==> src/rtl/io_sw_debounce_if.sv <==
// Switch-conditioning bundle between the board pins and the debouncer.
// Plain level interface with no valid/ready: i_sw_raw is sampled every clock, the o_* outputs are always valid.
interface io_sw_debounce_if #(
  parameter int WIDTH = 32
);
  logic [WIDTH-1:0] i_sw_raw;
  logic [WIDTH-1:0] o_sw;
  logic [WIDTH-1:0] o_sw_rise;
  logic [WIDTH-1:0] o_sw_fall;
  logic             o_tick;
  logic             o_busy;

  modport master (
    output i_sw_raw,
    input  o_sw,
    input  o_sw_rise,
    input  o_sw_fall,
    input  o_tick,
    input  o_busy
  );

  modport slave (
    input  i_sw_raw,
    output o_sw,
    output o_sw_rise,
    output o_sw_fall,
    output o_tick,
    output o_busy
  );
endinterface

==> src/rtl/io_sw_debounce.sv <==
// Two-flop synchroniser plus tick-based per-bit debouncer for the board switches.
// Optional edge pulses (o_sw_rise / o_sw_fall) are built only when SW_EDGE_DETECT_EN is defined.
module io_sw_debounce #(
  parameter int WIDTH        = 32,
  parameter int TICK_DIV     = 50000,
  parameter int STABLE_TICKS = 20
) (
  input logic            i_clk,
  input logic            i_reset,
  io_sw_debounce_if.slave sw
);

  localparam int PW = (TICK_DIV > 1) ? $clog2(TICK_DIV) : 1;
  localparam int CW = (STABLE_TICKS > 0) ? $clog2(STABLE_TICKS + 1) : 1;
  localparam logic [PW-1:0] PRESC_LAST = PW'(TICK_DIV - 1);
  localparam logic [CW-1:0] CNT_LAST   = CW'(STABLE_TICKS - 1);

  logic [WIDTH-1:0] s1;
  logic [WIDTH-1:0] s2;
  logic [WIDTH-1:0] sw_q;
  logic [WIDTH-1:0] sw_d;
  logic [WIDTH-1:0] upd;
  logic [PW-1:0]    presc;
  logic             tick_q;
  logic             busy;
  logic [CW-1:0]    cnt_q [WIDTH];
  logic [CW-1:0]    cnt_d [WIDTH];

  always_ff @(posedge i_clk or posedge i_reset) begin
    if (i_reset) begin
      s1 <= '0;
      s2 <= '0;
    end else begin
      s1 <= sw.i_sw_raw;
      s2 <= s1;
    end
  end

  // Free-running prescaler; tick_q is high the cycle after presc hits its last value.
  always_ff @(posedge i_clk or posedge i_reset) begin
    if (i_reset) begin
      presc  <= '0;
      tick_q <= 1'b0;
    end else if (presc == PRESC_LAST) begin
      presc  <= '0;
      tick_q <= 1'b1;
    end else begin
      presc  <= presc + PW'(1);
      tick_q <= 1'b0;
    end
  end

  // Any cycle where the synchronised level matches o_sw clears that bit's count.
  always_comb begin
    upd = '0;
    for (int i = 0; i < WIDTH; i++) begin
      cnt_d[i] = cnt_q[i];
      if (s2[i] == sw_q[i]) begin
        cnt_d[i] = '0;
      end else if (tick_q) begin
        if (cnt_q[i] == CNT_LAST) begin
          upd[i]   = 1'b1;
          cnt_d[i] = '0;
        end else begin
          cnt_d[i] = cnt_q[i] + CW'(1);
        end
      end
    end
    sw_d = sw_q ^ upd;
  end

  always_ff @(posedge i_clk or posedge i_reset) begin
    if (i_reset) begin
      sw_q <= '0;
      for (int i = 0; i < WIDTH; i++) cnt_q[i] <= '0;
    end else begin
      sw_q <= sw_d;
      for (int i = 0; i < WIDTH; i++) cnt_q[i] <= cnt_d[i];
    end
  end

  always_comb begin
    busy = 1'b0;
    for (int i = 0; i < WIDTH; i++) busy = busy | (cnt_q[i] != '0);
  end

`ifdef SW_EDGE_DETECT_EN
  logic [WIDTH-1:0] rise_q;
  logic [WIDTH-1:0] fall_q;

  // Registered with the o_sw update, so a pulse lines up with the new level.
  always_ff @(posedge i_clk or posedge i_reset) begin
    if (i_reset) begin
      rise_q <= '0;
      fall_q <= '0;
    end else begin
      rise_q <= upd & s2;
      fall_q <= upd & ~s2;
    end
  end

  assign sw.o_sw_rise = rise_q;
  assign sw.o_sw_fall = fall_q;
`else
  assign sw.o_sw_rise = '0;
  assign sw.o_sw_fall = '0;
`endif

  assign sw.o_sw   = sw_q;
  assign sw.o_tick = tick_q;
  assign sw.o_busy = busy;

endmodule

==> src/flat_wrapper.sv <==
// flat-port wrapper written by rule: the top's interface ports become plain ports
module io_sw_debounce_flat 
#(
  parameter int WIDTH        = 32,
  parameter int TICK_DIV     = 50000,
  parameter int STABLE_TICKS = 20
)
  (i_clk, i_reset, sw_i_sw_raw, sw_o_sw, sw_o_sw_rise, sw_o_sw_fall, sw_o_tick, sw_o_busy);
  io_sw_debounce_if #(.WIDTH(WIDTH)) sw_i ();
  input logic i_clk;
  input logic i_reset;
  input wire logic [$bits(sw_i.i_sw_raw)-1:0] sw_i_sw_raw;
  output wire logic [$bits(sw_i.o_sw)-1:0] sw_o_sw;
  output wire logic [$bits(sw_i.o_sw_rise)-1:0] sw_o_sw_rise;
  output wire logic [$bits(sw_i.o_sw_fall)-1:0] sw_o_sw_fall;
  output wire logic [$bits(sw_i.o_tick)-1:0] sw_o_tick;
  output wire logic [$bits(sw_i.o_busy)-1:0] sw_o_busy;
  assign sw_i.i_sw_raw = sw_i_sw_raw;
  assign sw_o_sw = sw_i.o_sw;
  assign sw_o_sw_rise = sw_i.o_sw_rise;
  assign sw_o_sw_fall = sw_i.o_sw_fall;
  assign sw_o_tick = sw_i.o_tick;
  assign sw_o_busy = sw_i.o_busy;
  io_sw_debounce #(.WIDTH(WIDTH), .TICK_DIV(TICK_DIV), .STABLE_TICKS(STABLE_TICKS)) u_core (.i_clk(i_clk), .i_reset(i_reset), .sw(sw_i));
endmodule
==> config.mk <==
export PLATFORM = sky130hd
export DESIGN_NAME = io_sw_debounce_flat
export DESIGN_NICKNAME = d
export VERILOG_FILES = /design/src/rtl/io_sw_debounce_if.sv /design/src/rtl/io_sw_debounce.sv /design/src/flat_wrapper.sv
export SDC_FILE = /design/constraint.sdc
export NUM_CORES = 1
export LEC_CHECK = 0
export CORE_ASPECT_RATIO = 1.2
export CORE_MARGIN = 5
export CORE_UTILIZATION = 40
export CTS_CLUSTER_SIZE = 30
export DETAILED_ROUTE_END_ITERATION = 8
export MAX_ROUTING_LAYER = met4
export PLACE_DENSITY = 0.6
export SKIP_CTS_REPAIR_TIMING = 1
export SLEW_MARGIN = 20
export SYNTH_ARGS = -nofsm -noshare
export SYNTH_HDL_FRONTEND = slang
export SYNTH_SLANG_ARGS = --single-unit
==> constraint.sdc <==
create_clock -name i_clk -period 11.6 [get_ports i_clk]
set_input_delay 2.32 -clock i_clk [delete_from_list [all_inputs] [get_ports i_clk]]
set_output_delay 2.32 -clock i_clk [all_outputs]
set_load 0.01 [all_outputs]
==> results of run 1 <==
==> through the flow <==
step	hold slack, ns	instance area (sq um)	std cells	total power, mW
after floorplan	0.331	13700	1406	1.03
after global placement	0.333	14400	1836	1.04
after detailed placement	0.335	14400	1836	1.04
after CTS	0.348	15400	1892	2.01
after global routing	0.351	15400	1892	2.06
final	0.345	15400	1892	1.98
==> cells by family (layout without fill, tap and decap cells) <==
family                     Yosys count  after routing  share of synthesized area [%]
buffers and inverters              160            196                           6.31
muxes                               55             55                           4.32
xor gates and xnor gates            76             76                           4.95
AOI/OAI and AO/OA                  172            172                           6.43
other                                1             64                         0.0279
DFF                                273            273                           50.8
and+or+nand+nor                    541            541                           21.1
adders and majority gates           65             65                           6.05
==> synth_stat cells, types with 9 or more instances <==
master / n / area [sq um]
nor4bb_1: 32 / 320
nor3b_1: 19 / 143
nand3_1: 41 / 205
mux2i_1: 31 / 310
buf_1: 9 / 33.8
dfrtp_1: 273 / 6830
mux2_2: 24 / 270
nand4_1: 46 / 288
inv_1: 67 / 251
xor2_1: 40 / 350
nor3_1: 66 / 330
clkbuf_1: 13 / 48.8
nor4_1: 24 / 150
ha_1: 65 / 813
nor2_1: 144 / 541
buf_4: 64 / 480
nor2b_1: 52 / 325
xnor2_1: 36 / 315
nand2_1: 98 / 368
o21ai_0: 60 / 300
a21oi_1: 111 / 556
==> how the worst max path moves through the flow <==
| stage | to | from | slack (ns) |
|---|---|---|---|
| after floorplan | async pin | i_reset | 1.76 |
| after global placement | u_core.cnt_q[99]$_DFFE_PP0P_ | i_reset | 7.00 |
| after detailed placement | u_core.cnt_q[4]$_DFFE_PP0P_ | i_reset | 6.98 |
| after CTS | sw_o_busy | u_core.cnt_q[19]$_DFFE_PP0P_ | 6.41 |
| after global routing | sw_o_busy | u_core.cnt_q[55]$_DFFE_PP0P_ | 6.27 |
| final | sw_o_busy | u_core.cnt_q[19]$_DFFE_PP0P_ | 6.49 |
==> worst max-delay path: stages (launching register included) <==
cell and delay, ns:
dfrtp_1 0.43, nor4_1 0.41, nand4_1 0.14, nor4_1 0.44
nand4_1 0.26, clkdlybuf4s50_1 0.55
==> cell type report <==
cell class | instances | area, sq um
Fill cell | 3092 | 17800
Sequential cell | 273 | 6840
Multi-Input combinational cell | 973 | 6010
Clock buffer | 45 | 908
Timing Repair Buffer | 72 | 708
Tap cell | 450 | 563
Inverter | 68 | 263
Clock inverter | 11 | 95.1
==> where the power goes <==
| part | internal, mW | switching [mW] | total, mW | leakage (nW) |
|---|---|---|---|---|
| combinational | 0.0138 | 0.0387 | 0.0524 | 2.58 |
| clock | 0.563 | 0.395 | 0.958 | 0.490 |
| sequential | 0.964 | 0.00542 | 0.969 | 3.65 |
| total | 1.54 | 0.439 | 1.98 | 6.72 |
==> metal layers <==
metal	global-route usage [%]	vias up	share of wire [%]	routed length, um
li1	-	4673	-	-
met1	21.1	4640	47	13200
met2	25.3	176	48	13500
met3	2.13	23	4.2	1180
met4	3.66	0	1.6	453
met5	-	-	0	0
==> run_results.csv, run 1 <==
group,metric,value,unit
logic_synthesis,synth_warnings,0,
timing,final_period_minus_worst_setup_slack,5.11,ns
clock_network,clock_latency,0.57,ns
layout,post-route-util,46.4,%
worst_setup_path,cp_data_required_time,9.28,ns
clock_network,clock_sink_count,273,
logic_synthesis,postSynthRegisterBits,273,
logic_synthesis,synth_sequential_area_ratio,50.8,%
drt,drc,0,
drt,tritonroute_pass_1_iters,7,
logic_synthesis,async_reset_ff_share,100,%
worst_setup_path,regToRegSetupSlack,8.74,ns
worst_setup_path,ff2ff_path_depth,6,
global_routing,gr-total-overflow,0,
layout,layout_common_cells,"dfrtp_1 (272), nor2_1 (144), a21oi_1 (111), nand2_1 (98), clkdlybuf4s50_1 (67)",
clock_network,clock_tree.buffer_depth,3,
placement,gpl.final_weighted_congestion,0.796,
placement,pre_cts_slack,6.98,ns
clock_network,tritoncts,"yes",
clock_network,cts.reportedPaths.clkPinSlew,0.07,ns
timing,grt_setup_unrepaired,"no",
global_routing,first_global_vias,9208,
logic_synthesis,synthFlopType,"dfrtp_1",
logic_synthesis,syn_inst,1343,
layout,total_nets_final,1518,
timing,final-setup-viol-count,0,
timing,worst_slew_pin_slew,0.955,ns
logic_synthesis,syn-cell-area,0.0135,sq mm
worst_setup_path,worstReg2RegEnd,"u_core.cnt_q[64]$_DFFE_PP0P_",
die,die_area,0.0374,sq mm
clock_network,h-tree-depth,1,
timing,final_critical_path_setup_slack,6.49,ns
layout,post_route_cells_drive_above_1_share,6.03,%
power_and_ir_drop,vdd_ir_drop_max,97.5,uV
hold_path,hold_path_class,"flip-flop to flip-flop",
run_status,status,"complete, no violations",
worst_setup_path,start_kind,"flip-flop",
layout,flow.area_growth_from_synthesis,14.3,%
clock_network,numCtsBuffers,31,
die,initial_standard_cell_utilization_of_the_core,40.6,%
timing,slew_headroom,35.5,%
clock_network,library_cell_used_as_clock_root_buffer,"clkbuf_16",
die,floorplan.rows,73,
worst_setup_path,crit_path_end_kind,"primary output",
layout,insertedDiodeCount,0,
drt,routed-via-count,9512,
global_routing,grt_antenna_before_repair,0,
worst_setup_path,worstSetupPathType,"flip-flop to primary output",
logic_synthesis,synth_cell_types,39,
drt,drt-wirelength-per-cell,15.0,um
layout,layout_commonest_cell,"dfrtp_1",
die,dieHeight,211,um
die,core-area,0.0332,sq mm
timing,finalCritPeriodShare,44.0,%
hold_path,hold-path-cell-count,0,
drt,via_per_inst,5.03,
global_routing,grt_use_total,15.6,%
timing,final_max_slew_viol_count,0,
logic_synthesis,syn_avg_cell_area,10.0,sq um
placement,io_buffer_count,67,
timing,achievable-frequency,196,MHz
logic_synthesis,synth_enable_flop_cells,0,
global_routing,grt_first_pass_wirelength,47.0,mm
global_routing,grt_start_max_net_pins,131,
worst_setup_path,worstPathMaxFanout,6,
hold_path,hp-start,"u_core.s1[10]$_DFF_PP0_",
die,io_pins,132,
hold_path,min_delay_worst_endpoint,"u_core.s2[10]$_DFF_PP0_",
die,chipWidth,177,um
drt,detailedRoute.firstIterationViolations,599,
worst_setup_path,timing.critical_path.arrival,2.79,ns
timing,timing.setup.tns,0,ns
timing,finalHoldViolations,0,
power_and_ir_drop,power_density,129,mW/mm^2
placement,place_hpwl,19.2,mm
drt,route.final.wire_length,28.3,mm
power_and_ir_drop,power.static_leakage,6.72,nW
drt,final_antenna_net_count,0,
run,max_cap_viol_count,0,
worst_setup_path,reg2reg_start,"u_core.sw.o_tick$_DFF_PP0_",
timing,final.setup_skew,0.0118,ns
No activity file was read; power rests on OpenSTA's default activity.
==> run 2, diff against run 1 <==
--- a/config.mk
+++ b/config.mk
@@ -11,7 +11,7 @@
 export CTS_CLUSTER_SIZE = 30
 export DETAILED_ROUTE_END_ITERATION = 8
 export MAX_ROUTING_LAYER = met4
-export PLACE_DENSITY = 0.6
+export PLACE_DENSITY = 0.63
 export SKIP_CTS_REPAIR_TIMING = 1
 export SLEW_MARGIN = 20
 export SYNTH_ARGS = -nofsm -noshare
==> constraint.sdc (replaced) <==
create_clock -name i_clk -period 4.3 [get_ports i_clk]
set_input_delay 0.86 -clock i_clk [delete_from_list [all_inputs] [get_ports i_clk]]
set_output_delay 0.86 -clock i_clk [all_outputs]
set_load 0.01 [all_outputs]
==> run_results.csv, run 2 (synthesis gave the netlist of run 1 again) <==
group,metric,value,unit
hold_path,hold-path-cell-count,0,
drt,final_antenna_net_count,0,
clock_network,h-tree-depth,1,
clock_network,cts.reportedPaths.clkPinSlew,0.06,ns
timing,final_period_minus_worst_setup_slack,3.73,ns
timing,final.setup_skew,0.0108,ns
drt,via_per_inst,5.04,
power_and_ir_drop,vdd_ir_drop_max,264,uV
die,dieHeight,211,um
worst_setup_path,regToRegSetupSlack,1.74,ns
layout,insertedDiodeCount,0,
die,chipWidth,177,um
clock_network,clock_sink_count,273,
die,die_area,0.0374,sq mm
power_and_ir_drop,totalPowerFinal,5.43,mW
run,max_cap_viol_count,0,
hold_path,hp-start,"u_core.s1[9]$_DFF_PP0_",
run_status,status,"complete, no violations",
clock_network,clock_tree.buffer_depth,3,
drt,drt-wirelength-per-cell,14.8,um
timing,achievable-frequency,268,MHz
layout,total_nets_final,1519,
placement,gpl.final_weighted_congestion,0.785,
layout,post-route-util,46.6,%
layout,layout_commonest_cell,"dfrtp_1",
hold_path,min_delay_worst_endpoint,"u_core.s2[9]$_DFF_PP0_",
timing,finalHoldViolations,0,
layout,fillCellCount,3071,
drt,detailedRoute.firstIterationViolations,594,
clock_network,numCtsBuffers,30,
worst_setup_path,timing.critical_path.arrival,2.87,ns
drt,tritonroute_pass_1_iters,5,
placement,dp.cells,1838,
layout,fin_cells,1892,
drt,route.final.wire_length,28.1,mm
global_routing,grt_antenna_before_repair,0,
die,core-area,0.0332,sq mm
layout,area_of_combinational_cells_with_multiple_inputs,0.00601,sq mm
worst_setup_path,worstSetupPathType,"flip-flop to primary output",
timing,final_max_slew_viol_count,0,
timing,worst_slew_pin_slew,0.851,ns
timing,final_critical_path_setup_slack,0.575,ns
worst_setup_path,worstReg2RegEnd,"u_core.cnt_q[20]$_DFFE_PP0P_",
hold_path,hold_path_class,"flip-flop to flip-flop",
drt,routed-via-count,9539,
global_routing,first_global_vias,9287,
die,initial_standard_cell_utilization_of_the_core,40.6,%
placement,place_hpwl,19.4,mm
placement,pre_cts_slack,1.18,ns
clock_network,library_cell_used_as_clock_root_buffer,"clkbuf_16",
timing,timing.setup.tns,0,ns
worst_setup_path,ff2ff_path_depth,5,
global_routing,grt_start_max_net_pins,98,
timing,final-setup-viol-count,0,
placement,io_buffer_count,67,
global_routing,grt_first_pass_wirelength,46.7,mm
placement,post_dp_cell_area,0.0144,sq mm
worst_setup_path,crit_path_end_kind,"primary output",
layout,flow.area_growth_from_synthesis,15.0,%
worst_setup_path,cp_data_required_time,3.44,ns
timing,finalCritPeriodShare,86.6,%
layout,layout_common_cells,"dfrtp_1 (272), nor2_1 (144), a21oi_1 (111), nand2_1 (98), clkdlybuf4s50_1 (67)",
worst_setup_path,start_kind,"flip-flop",
power_and_ir_drop,power.static_leakage,6.76,nW
worst_setup_path,reg2reg_start,"u_core.sw.o_tick$_DFF_PP0_",
die,io_pins,132,
timing,whs,0.344,ns
layout,post_route_cells_drive_above_1_share,5.96,%
layout,ff_latch_area,0.00684,sq mm
timing,slew_headroom,42.5,%
global_routing,grt_use_total,15.4,%
clock_network,tritoncts,"yes",
timing,grt_setup_unrepaired,"no",
global_routing,gr-total-overflow,0,
worst_setup_path,worstPathMaxFanout,5,
die,floorplan.rows,73,
layout,layout.cell_area.non_filler,0.0155,sq mm
power_and_ir_drop,power_density,351,mW/mm^2
clock_network,clock_latency,0.55,ns
drt,drc,0,
## run 2: changes by cell type in the layout (fill, tap and decap cells not counted), sizes merged
cell | before | now
inv | 70 | 66
buf | 5 | 7
bufinv | 1 | 3
clkbuf | 45 | 47
clkinv | 5 | 4
clkinvlp | 3 | 2
## run 2: power by group
group,internal (mW),switching (mW),total (mW)
registers,2.60,0.0158,2.62
logic,0.0420,0.105,0.147
clock network,1.64,1.02,2.66
total,4.29,1.14,5.43
## run 2: layout make-up
cell class	instances	share of cell area, %
Inverter	68	1.68
Multi-Input combinational cell	973	38.8
Tap cell	450	3.64
Sequential cell	273	44.2
Clock inverter	7	0.728
Clock buffer	47	5.99
Timing Repair Buffer	74	4.92
## run 2: worst max path at each step
stage / from / end / slack (ns) / cells after the start
floorplan: i_reset / async pin / -0.17 / 1
global route: u_core.cnt_q[135]$_DFFE_PP0P_ / sw_o_busy / 0.49 / 7
detailed placement: u_core.cnt_q[114]$_DFFE_PP0P_ / sw_o_busy / 1.18 / 5
global placement: u_core.cnt_q[135]$_DFFE_PP0P_ / sw_o_busy / 1.17 / 7
finish: u_core.cnt_q[140]$_DFFE_PP0P_ / sw_o_busy / 0.57 / 6
CTS: u_core.cnt_q[114]$_DFFE_PP0P_ / sw_o_busy / 0.59 / 5
## run 2: critical path: stages (launching register included)
cell	delay (ns)
dfrtp_1	0.42
inv_1	0.07
ha_1	0.16
or4b_2	0.59
nor3_1	0.24
nand4_1	0.25
clkdlybuf4s50_1	0.57
## run 2: layer usage
metal / part of all wire, % / global-route usage (%) / wire length [um] / vias to the layer above
met1: 46 / 20.1 / 12800 / 4634
met3: 3.7 / 2.06 / 1030 / 47
li1: - / - / - / 4682
met2: 48 / 25.2 / 13600 / 176
met4: 2.5 / 4.64 / 708 / 0
met5: 0 / - / 0 / -
